### src/rtl/load_store_unit.sv
// Load/store stage: bounds-checked word/byte access to a 24-bit big-endian
// data memory, with byte stores done as read-modify-write of a 3-byte window.
module load_store_unit #(
    parameter int MEM_BYTES = 64
) (
    input  logic        Clock,
    input  logic        Reset,
    input  logic        Req,
    input  logic [2:0]  Op,
    input  logic [23:0] Addr,
    input  logic [23:0] StoreData,
    output logic        Busy,
    output logic        Done,
    output logic        Fault,
    output logic [23:0] LoadData,
    output logic [23:0] MemAddress,
    output logic [23:0] MemWriteData,
    output logic        MemWrite,
    output logic        MemRead,
    input  logic [23:0] MemReadData
);

    localparam logic [1:0] ST_IDLE   = 2'd0;
    localparam logic [1:0] ST_ACCESS = 2'd1;
    localparam logic [1:0] ST_WRITE  = 2'd2;

    localparam logic [2:0] OP_LW  = 3'b000;
    localparam logic [2:0] OP_LB  = 3'b001;
    localparam logic [2:0] OP_LBU = 3'b010;
    localparam logic [2:0] OP_SW  = 3'b011;
    localparam logic [2:0] OP_SB  = 3'b100;

    localparam logic [23:0] WORD_MAX = 24'(MEM_BYTES - 3);
    localparam logic [23:0] BYTE_MAX = 24'(MEM_BYTES - 1);

    logic [1:0]  state_q, state_d;
    logic [2:0]  op_q, op_d;
    logic [23:0] addr_q, addr_d;
    logic [23:0] data_q, data_d;
    logic [23:0] merged_q, merged_d;
    logic [23:0] load_q, load_d;
    logic        done_q, done_d;
    logic        fault_q, fault_d;

    logic        in_word, in_byte, in_ok;
    logic        q_word;
    logic [23:0] base;
    logic [1:0]  k;
    logic [7:0]  sel_byte;
    logic [23:0] merged;

    // Request validity, window base and byte lane selection
    always_comb begin
        in_word = (Op == OP_LW) || (Op == OP_SW);
        in_byte = (Op == OP_LB) || (Op == OP_LBU) || (Op == OP_SB);
        in_ok   = (in_word && (Addr <= WORD_MAX))
               || (in_byte && (Addr <= BYTE_MAX));
        q_word  = (op_q == OP_LW) || (op_q == OP_SW);
        base    = (q_word || (addr_q <= WORD_MAX)) ? addr_q : WORD_MAX;
        // Byte ops near the top of memory slide the window down
        if (q_word || (addr_q <= WORD_MAX))
            k = 2'd0;
        else if (addr_q == BYTE_MAX)
            k = 2'd2;
        else
            k = 2'd1;
        sel_byte = MemReadData[7:0];
        merged   = {MemReadData[23:8], data_q[7:0]};
        unique case (k)
            2'd0: begin
                sel_byte = MemReadData[23:16];
                merged   = {data_q[7:0], MemReadData[15:0]};
            end
            2'd1: begin
                sel_byte = MemReadData[15:8];
                merged   = {MemReadData[23:16], data_q[7:0],
                            MemReadData[7:0]};
            end
            default: begin
                sel_byte = MemReadData[7:0];
                merged   = {MemReadData[23:8], data_q[7:0]};
            end
        endcase
    end

    // Next-state logic for the access FSM and completion flags
    always_comb begin
        state_d  = state_q;
        op_d     = op_q;
        addr_d   = addr_q;
        data_d   = data_q;
        merged_d = merged_q;
        load_d   = load_q;
        done_d   = 1'b0;
        fault_d  = 1'b0;
        unique case (state_q)
            ST_IDLE: begin
                if (Req) begin
                    op_d   = Op;
                    addr_d = Addr;
                    data_d = StoreData;
                    if (in_ok) begin
                        state_d = ST_ACCESS;
                    end else begin
                        done_d  = 1'b1;
                        fault_d = 1'b1;
                    end
                end
            end
            ST_ACCESS: begin
                state_d = ST_IDLE;
                done_d  = 1'b1;
                unique case (op_q)
                    OP_LW:  load_d = MemReadData;
                    OP_LB:  load_d = {{16{sel_byte[7]}}, sel_byte};
                    OP_LBU: load_d = {16'h0000, sel_byte};
                    OP_SB: begin
                        merged_d = merged;
                        state_d  = ST_WRITE;
                        done_d   = 1'b0;
                    end
                    default: ;
                endcase
            end
            ST_WRITE: begin
                state_d = ST_IDLE;
                done_d  = 1'b1;
            end
            default: state_d = ST_IDLE;
        endcase
    end

    // Memory-side drive; writes are suppressed by a coincident reset
    always_comb begin
        MemAddress   = 24'h0;
        MemWriteData = 24'h0;
        MemRead      = 1'b0;
        MemWrite     = 1'b0;
        unique case (state_q)
            ST_ACCESS: begin
                MemAddress = base;
                if (op_q == OP_SW) begin
                    MemWrite     = ~Reset;
                    MemWriteData = data_q;
                end else begin
                    MemRead = 1'b1;
                end
            end
            ST_WRITE: begin
                MemAddress   = base;
                MemWriteData = merged_q;
                MemWrite     = ~Reset;
            end
            default: ;
        endcase
    end

    // State registers with synchronous reset
    always_ff @(posedge Clock) begin
        if (Reset) begin
            state_q  <= ST_IDLE;
            op_q     <= 3'b000;
            addr_q   <= 24'h0;
            data_q   <= 24'h0;
            merged_q <= 24'h0;
            load_q   <= 24'h0;
            done_q   <= 1'b0;
            fault_q  <= 1'b0;
        end else begin
            state_q  <= state_d;
            op_q     <= op_d;
            addr_q   <= addr_d;
            data_q   <= data_d;
            merged_q <= merged_d;
            load_q   <= load_d;
            done_q   <= done_d;
            fault_q  <= fault_d;
        end
    end

    assign Busy     = (state_q != ST_IDLE);
    assign Done     = done_q;
    assign Fault    = fault_q;
    assign LoadData = load_q;

endmodule

### config.mk
export PLATFORM = sky130hd
export DESIGN_NAME = load_store_unit
export DESIGN_NICKNAME = d
export VERILOG_FILES = /design/src/rtl/load_store_unit.sv
export SDC_FILE = /design/constraint.sdc
export NUM_CORES = 1
export LEC_CHECK = 0
export ABC_AREA = 1
export CORE_ASPECT_RATIO = 0.5
export CORE_UTILIZATION = 50
export CTS_BUF_LIST = sky130_fd_sc_hd__clkbuf_4 sky130_fd_sc_hd__clkbuf_8 sky130_fd_sc_hd__clkbuf_16
export DETAILED_ROUTE_END_ITERATION = 12
export PLACE_DENSITY = 0.84
export SLEW_MARGIN = 30
export SYNTH_ARGS = -nofsm -noshare
export SYNTH_HDL_FRONTEND = slang
export SYNTH_SLANG_ARGS = --single-unit
### constraint.sdc
create_clock -name Clock -period 4 [get_ports Clock]
set_clock_uncertainty 0.05 [all_clocks]
set_input_delay 0.6 -clock Clock [delete_from_list [all_inputs] [get_ports Clock]]
set_output_delay 0.6 -clock Clock [all_outputs]
set_load 0.005 [all_outputs]
==> results_dict.tcl, run 1 <==
set metrics [dict create \
    timing.final.crit_share 0.856 \
    start_util 0.533 \
    antenna_found_initial 0 \
    outcome "finished clean" \
    placed_cells 1000 \
    r2r.worst_path.cells 7 \
    clk_pin_slew_ns 0.07 \
    grt_max_degree 65 \
    required_ns 3.35 \
    p_comb_frac 0.168 \
    core_um2 9790 \
    antenna_left 0 \
    yosysTopAreaCellShare 0.395 \
    netlist_instances 755 \
    slowest_stage "clkdlybuf4s50_1" \
    synthTopCellsByArea "dfxtp_1 40%, nor2_1 9.4%, o21ai_0 9.2%" \
    dp_hpwl_mm 11.1 \
    synth_flop_cell "dfxtp_1" \
    gr-usage-all-layers 0.281 \
    startpoint_type "flip-flop" \
    area_growth_pct 34.9 \
    hold_path.class "reg -> reg" \
    hold_path_startpoint "data_q[14]$_SDFFE_PP0P_" \
    avgViaCountPerCell 5.39 \
    setup-tns-final_ns 0 \
    synth_xor_xnor_area_share 0 \
    die_area_um2 10900 \
    clock.fmax_mhz 292 \
    num_vias 5476 \
    root_buffer "clkbuf_16" \
    path_cells "nor2_1 > inv_1 > a21oi_1 > nand3_4 > nand2_4 > inv_2 > nor3_1 > clkdlybuf4s50_1" \
    intPower_mw 1.72 \
    drive_gt1_frac 0.0636 \
    swShare 0.283 \
    setup_violations 0 \
    first_iter_violations 532 \
    wirelength_mm 15.1 \
    synth_mux_area_frac 0 \
    syn_area_um2 5220 \
    rsz0062_at_grt "false" \
    switchingPower_mw 0.681 \
    drc 0 \
    io_buffers 154 \
    final_cells 1016 \
    grt_pass1_vias 4865 \
    ys_types 36 \
    synth_top_family_by_area "simple AND/OR/NAND/NOR gates" \
    clock-sinks 103 \
    power.density_nw_per_um2 342 \
    cts_setup_buffers 0 \
    synth_commonest_cells "131 x nor2_1, 128 x nand2_1, 103 x dfxtp_1" \
    synth-seq-cells 103 \
    yosys.area_share.simple 0.253 \
    fin_hold_ws_ns 0.435 \
    max-vdd-ir-drop_mv 0.232 \
    synth-compound-area-share 0.243 \
    clock_power_share 0.372 \
    yosys_warnings 0 \
    cts_hold_buffers 0 \
    dieHeight_um 74.2 \
    worstPathArrival_ns 2.78 \
    worstSetupPathType "reg -> out" \
    clockBufferDepth 2 \
    die_width_um 146 \
    slew-limit-headroom 0.391 \
    seqPwrFrac 0.459 \
    worstSkewPairLatency_ns 0.34 \
    num_antenna_cells 0 \
    whs_path_depth 2 \
    grt_overflow 0 \
    synth_edf_count 0 \
    drv_cap 0 \
    worst_slew_pin_slew_ns 0.914 \
    syn_avg_cell_area_um2 6.91 \
    drt-pass1-iter-count 5 \
    cp-end-kind "output port" \
    crit_path_max_fanout 35 \
    post_drt_wl_per_cell_um 14.9 \
    yosysTopAreaCell "dfxtp_1" \
    gp_congestion 0.994 \
    yosysMostFrequentCell "nor2_1" \
    io_pins 155 \
    power_leakage_nw 2.88 \
    period_needed_ns 3.43 \
    grt_pass1_wl_mm 24.1 \
    layout.nets 958 \
    finalHoldViolCount 0 \
    synth_nets 837 \
    htreeDepth 3 \
    min_to "data_q[14]$_SDFFE_PP0P_" \
    finalMaxSlewViolations 0 \
    rr_endpoint "merged_q[9]$_SDFFE_PP0P_" \
    cts_tree "done" \
    post_cts_resized 0 \
    reg2reg_from "state_q[1]$_SDFFE_PP0P_" \
    postSynth.asyncResetShare 0 \
    r2r_setup_slack_ns 1.75 \
    slowest_delay_ns 0.56 \
    ys_seq_area_frac 0.395 \
    yosys.area_share.adder 0.00960 \
    cts_inserted_buffers 9 \
    num_rows 25 \
]
## worst max path at each step
stage,startpoint,endpoint,slack (ns),cells after the start
after floorplan,state_q[0]$_SDFFE_PP0P_,MemAddress[7],1.92,6
after global placement,state_q[0]$_SDFFE_PP0P_,MemAddress[1],1.06,6
after detailed placement,state_q[0]$_SDFFE_PP0P_,MemAddress[1],1.03,6
after CTS,addr_q[6]$_SDFFE_PP0P_,MemAddress[1],0.62,8
after global routing,addr_q[6]$_SDFFE_PP0P_,MemAddress[1],0.41,8
final,addr_q[6]$_SDFFE_PP0P_,MemAddress[1],0.57,8
## routing by layer
metal / up-vias / part of all wire / global-route usage
met4: 0 / 0.011 / 0.0637
met2: 244 / 0.44 / 0.449
li1: 2715 / - / -
met3: 21 / 0.093 / 0.0742
met1: 2496 / 0.46 / 0.385
met5: - / 0 / 0
## layout by cell type, fill, tap and decap left out, types with 4 or more instances in the layout
| cell | n |
|---|---|
| buf_4 | 6 |
| inv_2 | 5 |
| ha_1 | 4 |
| o21ai_0 | 96 |
| inv_1 | 69 |
| o21bai_1 | 8 |
| clkdlybuf4s50_1 | 154 |
| nand4_1 | 8 |
| nand2_4 | 4 |
| a21oi_1 | 64 |
| nand2_1 | 128 |
| nor2_1 | 131 |
| clkbuf_16 | 9 |
| o21ai_1 | 21 |
| a31oi_2 | 10 |
| a31oi_1 | 6 |
| o211ai_1 | 16 |
| dfxtp_1 | 103 |
| nor3_1 | 12 |
## flip-flops by register name, summed over array words and instances (netlist names)
register,cells
op_q,3
data_q,24
merged_q,24
addr_q,24
Fault,1
state_q,2
LoadData,24
Done,1
## power by group through the flow
stage	registers [mW]	logic, mW	clock network (mW)
after global placement	1.12	0.391	0
final	1.10	0.405	0.895
after global routing	1.11	0.445	0.941
after detailed placement	1.13	0.397	0
after CTS	1.10	0.400	0.898
after floorplan	1.12	0.255	0
## cell type report
| cell class | instances | area, µm² |
|---|---|---|
| clock inverters | 7 | 80.1 |
| fillers | 803 | 2760 |
| repair buffers | 160 | 1590 |
| inverters | 74 | 278 |
| clock buffers | 9 | 225 |
| flip-flops and latches | 103 | 2060 |
| multi-input cells | 528 | 2640 |
| well taps | 135 | 169 |
## stage by stage
stage                     instance area (µm²)  utilization  total power [mW]  setup WS (ns)
after floorplan                          5220            -              1.37           1.92
after global placement                   6730        0.687              1.51           1.06
after detailed placement                 6730        0.687              1.52           1.03
after CTS                                7040        0.719              2.40          0.617
after global routing                     7040        0.719              2.49          0.415
final                                    7040        0.719              2.40          0.575
## logic make-up after synthesis
group / Yosys count
adders and majority gates: 4
AOI/OAI and AO/OA: 223
and+or+nand+nor: 301
buffers and inverters: 124
DFF: 103
## worst max-delay path: cells and delay by family, from the launching register on
| family | cells | cell delay (ns) |
|---|---|---|
| flops | 1 | 0.31 |
| buf+inv | 3 | 0.87 |
| simple gates | 4 | 1.00 |
| compound gates | 1 | 0.23 |
(Power assumes the default switching activity.)
==> inputs of run 2 (changes only) <==
--- a/config.mk
+++ b/config.mk
@@ -5,12 +5,11 @@
 export SDC_FILE = /design/constraint.sdc
 export NUM_CORES = 1
 export LEC_CHECK = 0
-export ABC_AREA = 1
 export CORE_ASPECT_RATIO = 0.5
-export CORE_UTILIZATION = 50
+export CORE_UTILIZATION = 30
 export CTS_BUF_LIST = sky130_fd_sc_hd__clkbuf_4 sky130_fd_sc_hd__clkbuf_8 sky130_fd_sc_hd__clkbuf_16
 export DETAILED_ROUTE_END_ITERATION = 12
-export PLACE_DENSITY = 0.84
+export PLACE_DENSITY = 0.56
 export SLEW_MARGIN = 30
 export SYNTH_ARGS = -nofsm -noshare
 export SYNTH_HDL_FRONTEND = slang
==> run 2 against run 1 <==
  * Total power fell by 8.0%
  * First-iteration DRC count fell by 48%
  * Highest routed layer unchanged
  * Synthesized area fell by 8.8%
  * Critical endpoint unchanged
  * Critical path depth fell by 2
==> results_dict.tcl, run 2 <==
set metrics [dict create \
    htreeDepth 3 \
    cp.buffers_inverters 2 \
    synth_commonest_cells "133 x nand2_1, 103 x dfxtp_1, 69 x a21oi_1" \
    start_util 0.308 \
    ys_types 47 \
    mostFrequentLayoutCell "clkdlybuf4s50_1" \
    gp_congestion 0.846 \
    path_cells "or4_4 > nor3_4 > a31o_1 > buf_4 > and3_1 > clkdlybuf4s50_1" \
    placed_cell_area_um2 6450 \
    cp-end-kind "output port" \
    placed_cells 904 \
    drive_gt1_frac 0.0656 \
    avgViaCountPerCell 5.17 \
    startpoint_type "flip-flop" \
    gr-usage-all-layers 0.199 \
    yosysTopAreaCellShare 0.434 \
    setup_violations 0 \
    finalMaxSlewViolations 0 \
    outcome "finished clean" \
    ys_seq_area_frac 0.434 \
    io_pins 155 \
    area_growth_pct 41.7 \
    worst-path-stages 6 \
    die_width_um 180 \
    num_antenna_cells 0 \
    clockBufferDepth 2 \
    synth_nets 660 \
    drc 0 \
    core_um2 15500 \
    r2r_setup_slack_ns 1.44 \
    timing.final.crit_share 0.918 \
    num_rows 32 \
    slew-limit-headroom 0.417 \
    clock.fmax_mhz 272 \
    synth-seq-cells 103 \
    first_iter_violations 274 \
    syn_area_um2 4750 \
    worst_slew_pin_slew_ns 0.866 \
    drt-pass1-iter-count 5 \
    slowest_stage "or4_4" \
    num_vias 4757 \
    crit_path_max_fanout 15 \
    max-vdd-ir-drop_mv 0.214 \
    layout.nets 793 \
    power_mw 2.21 \
    rr_endpoint "LoadData[8]$_SDFFE_PP0P_" \
    cts_hold_buffers 0 \
    clock-sinks 103 \
    cts_tree "done" \
    dieHeight_um 91.0 \
    synth_flop_cell "dfxtp_1" \
    io_buffers 154 \
    cts_inserted_buffers 9 \
    netlist_instances 578 \
    period_needed_ns 3.67 \
    post-place-ws_ns 0.706 \
    final_core_util 0.436 \
    reg2reg_from "addr_q[6]$_SDFFE_PP0P_" \
    r2r.worst_path.cells 7 \
    rsz0062_at_grt "false" \
    hold_path_startpoint "LoadData[2]$_SDFFE_PP0P_" \
    grt_max_degree 56 \
    grt_pass1_wl_mm 25.7 \
    mostFrequentLayoutCells "153 x clkdlybuf4s50_1, 133 x nand2_1, 103 x dfxtp_1" \
    post_drt_wl_per_cell_um 17.8 \
    synthTopCellsByArea "dfxtp_1 43%, nand2_1 10%, a21oi_1 7.3%" \
    final_cells 920 \
    root_buffer "clkbuf_16" \
    dp_hpwl_mm 11.9 \
    post_cts_resized 0 \
    fin_area_um2 6740 \
    drv_cap 0 \
    synth_edf_count 0 \
    slowest_delay_ns 0.56 \
    fin_ws_ns 0.328 \
    power.density_nw_per_um2 328 \
    fin_hold_ws_ns 0.404 \
    yosysTopAreaCell "dfxtp_1" \
    cts_setup_buffers 0 \
    clk_pin_slew_ns 0.08 \
    yosysMostFrequentCell "nand2_1" \
    crit_start "addr_q[6]$_SDFFE_PP0P_" \
    critPathCapture "MemAddress[1]" \
    hold_path.class "reg -> reg" \
    worstSkewPairLatency_ns 0.35 \
    setup-tns-final_ns 0 \
    worstPathArrival_ns 3.02 \
    path_delay_family "simple AND/OR/NAND/NOR gates" \
    power_leakage_nw 2.45 \
    required_ns 3.35 \
    syn_avg_cell_area_um2 8.23 \
    wirelength_mm 16.3 \
    finalHoldViolCount 0 \
    worstSetupPathType "reg -> out" \
    postSynth.asyncResetShare 0 \
    antenna_left 0 \
    die_area_um2 16400 \
    antenna_found_initial 0 \
    yosys_warnings 0 \
    grt_pass1_vias 4577 \
    grt_overflow 0 \
]
## run 2: cell types whose count changed after synthesis, moves of 12 or more
| cell | before | now |
|---|---|---|
| inv_1 | 69 | 6 |
| and3_1 | 1 | 23 |
| o21ai_1 | 21 | 1 |
| a221o_1 | 0 | 16 |
| o211ai_1 | 16 | 0 |
| mux2i_1 | 0 | 17 |
| a22oi_1 | 0 | 25 |
| nor2b_1 | 0 | 25 |
| nor3_1 | 12 | 0 |
| nor2_1 | 131 | 13 |
| o21ai_0 | 96 | 25 |
## run 2: where the power goes
part / switching (mW) / total (mW) / internal (mW) / leakage [nW]
Combinational: 0.145 / 0.269 / 0.124 / 1.48
Sequential: 0.0255 / 1.08 / 1.05 / 0.840
Clock: 0.424 / 0.864 / 0.440 / 0.132
Total: 0.594 / 2.21 / 1.62 / 2.45
## run 2: worst min path at each step
stage	endpoint	cells after the start	slack, ns
final	LoadData[2]$_SDFFE_PP0P_	2	0.40
after CTS	LoadData[2]$_SDFFE_PP0P_	2	0.41
after global routing	LoadData[3]$_SDFFE_PP0P_	2	0.43
after detailed placement	LoadData[2]$_SDFFE_PP0P_	2	0.39
after floorplan	data_q[10]$_SDFFE_PP0P_	2	0.39
after global placement	LoadData[0]$_SDFFE_PP0P_	2	0.39
## run 2: tightest hold or removal path, stage by stage (launching register included)
cell     delay (ns)
dfxtp_1        0.31
nand2_1        0.05
o31ai_1        0.05
## run 2: kinds of logic (layout without fill, tap and decap cells)
group | Yosys count | in the layout | synth area share
compound gates | 179 | 179 | 0.244
xor+xnor | 1 | 1 | 0.00184
fa+ha+maj | 4 | 4 | 0.0105
buf+inv | 52 | 190 | 0.0484
flops | 103 | 103 | 0.434
mux | 17 | 17 | 0.0358
simple gates | 222 | 222 | 0.226
## run 2: area by class of cell
class / instances / area [µm²]
Clock buffer: 10 / 233
Clock inverter: 6 / 53.8
Fill cell: 1557 / 8720
Inverter: 6 / 22.5
Multi-Input combinational cell: 423 / 2470
Sequential cell: 103 / 2060
Tap cell: 204 / 255
Timing Repair Buffer: 168 / 1640
## run 2: per-layer routing
layer | routed length, µm | part of all wire | global-route usage | vias to the layer above
met5 | 0 | 0 | 0 | -
met4 | 122 | 0.0075 | 0.0363 | 0
met3 | 1060 | 0.065 | 0.0622 | 11
met2 | 7200 | 0.44 | 0.309 | 124
met1 | 7970 | 0.49 | 0.272 | 2288
li1 | - | - | - | 2334
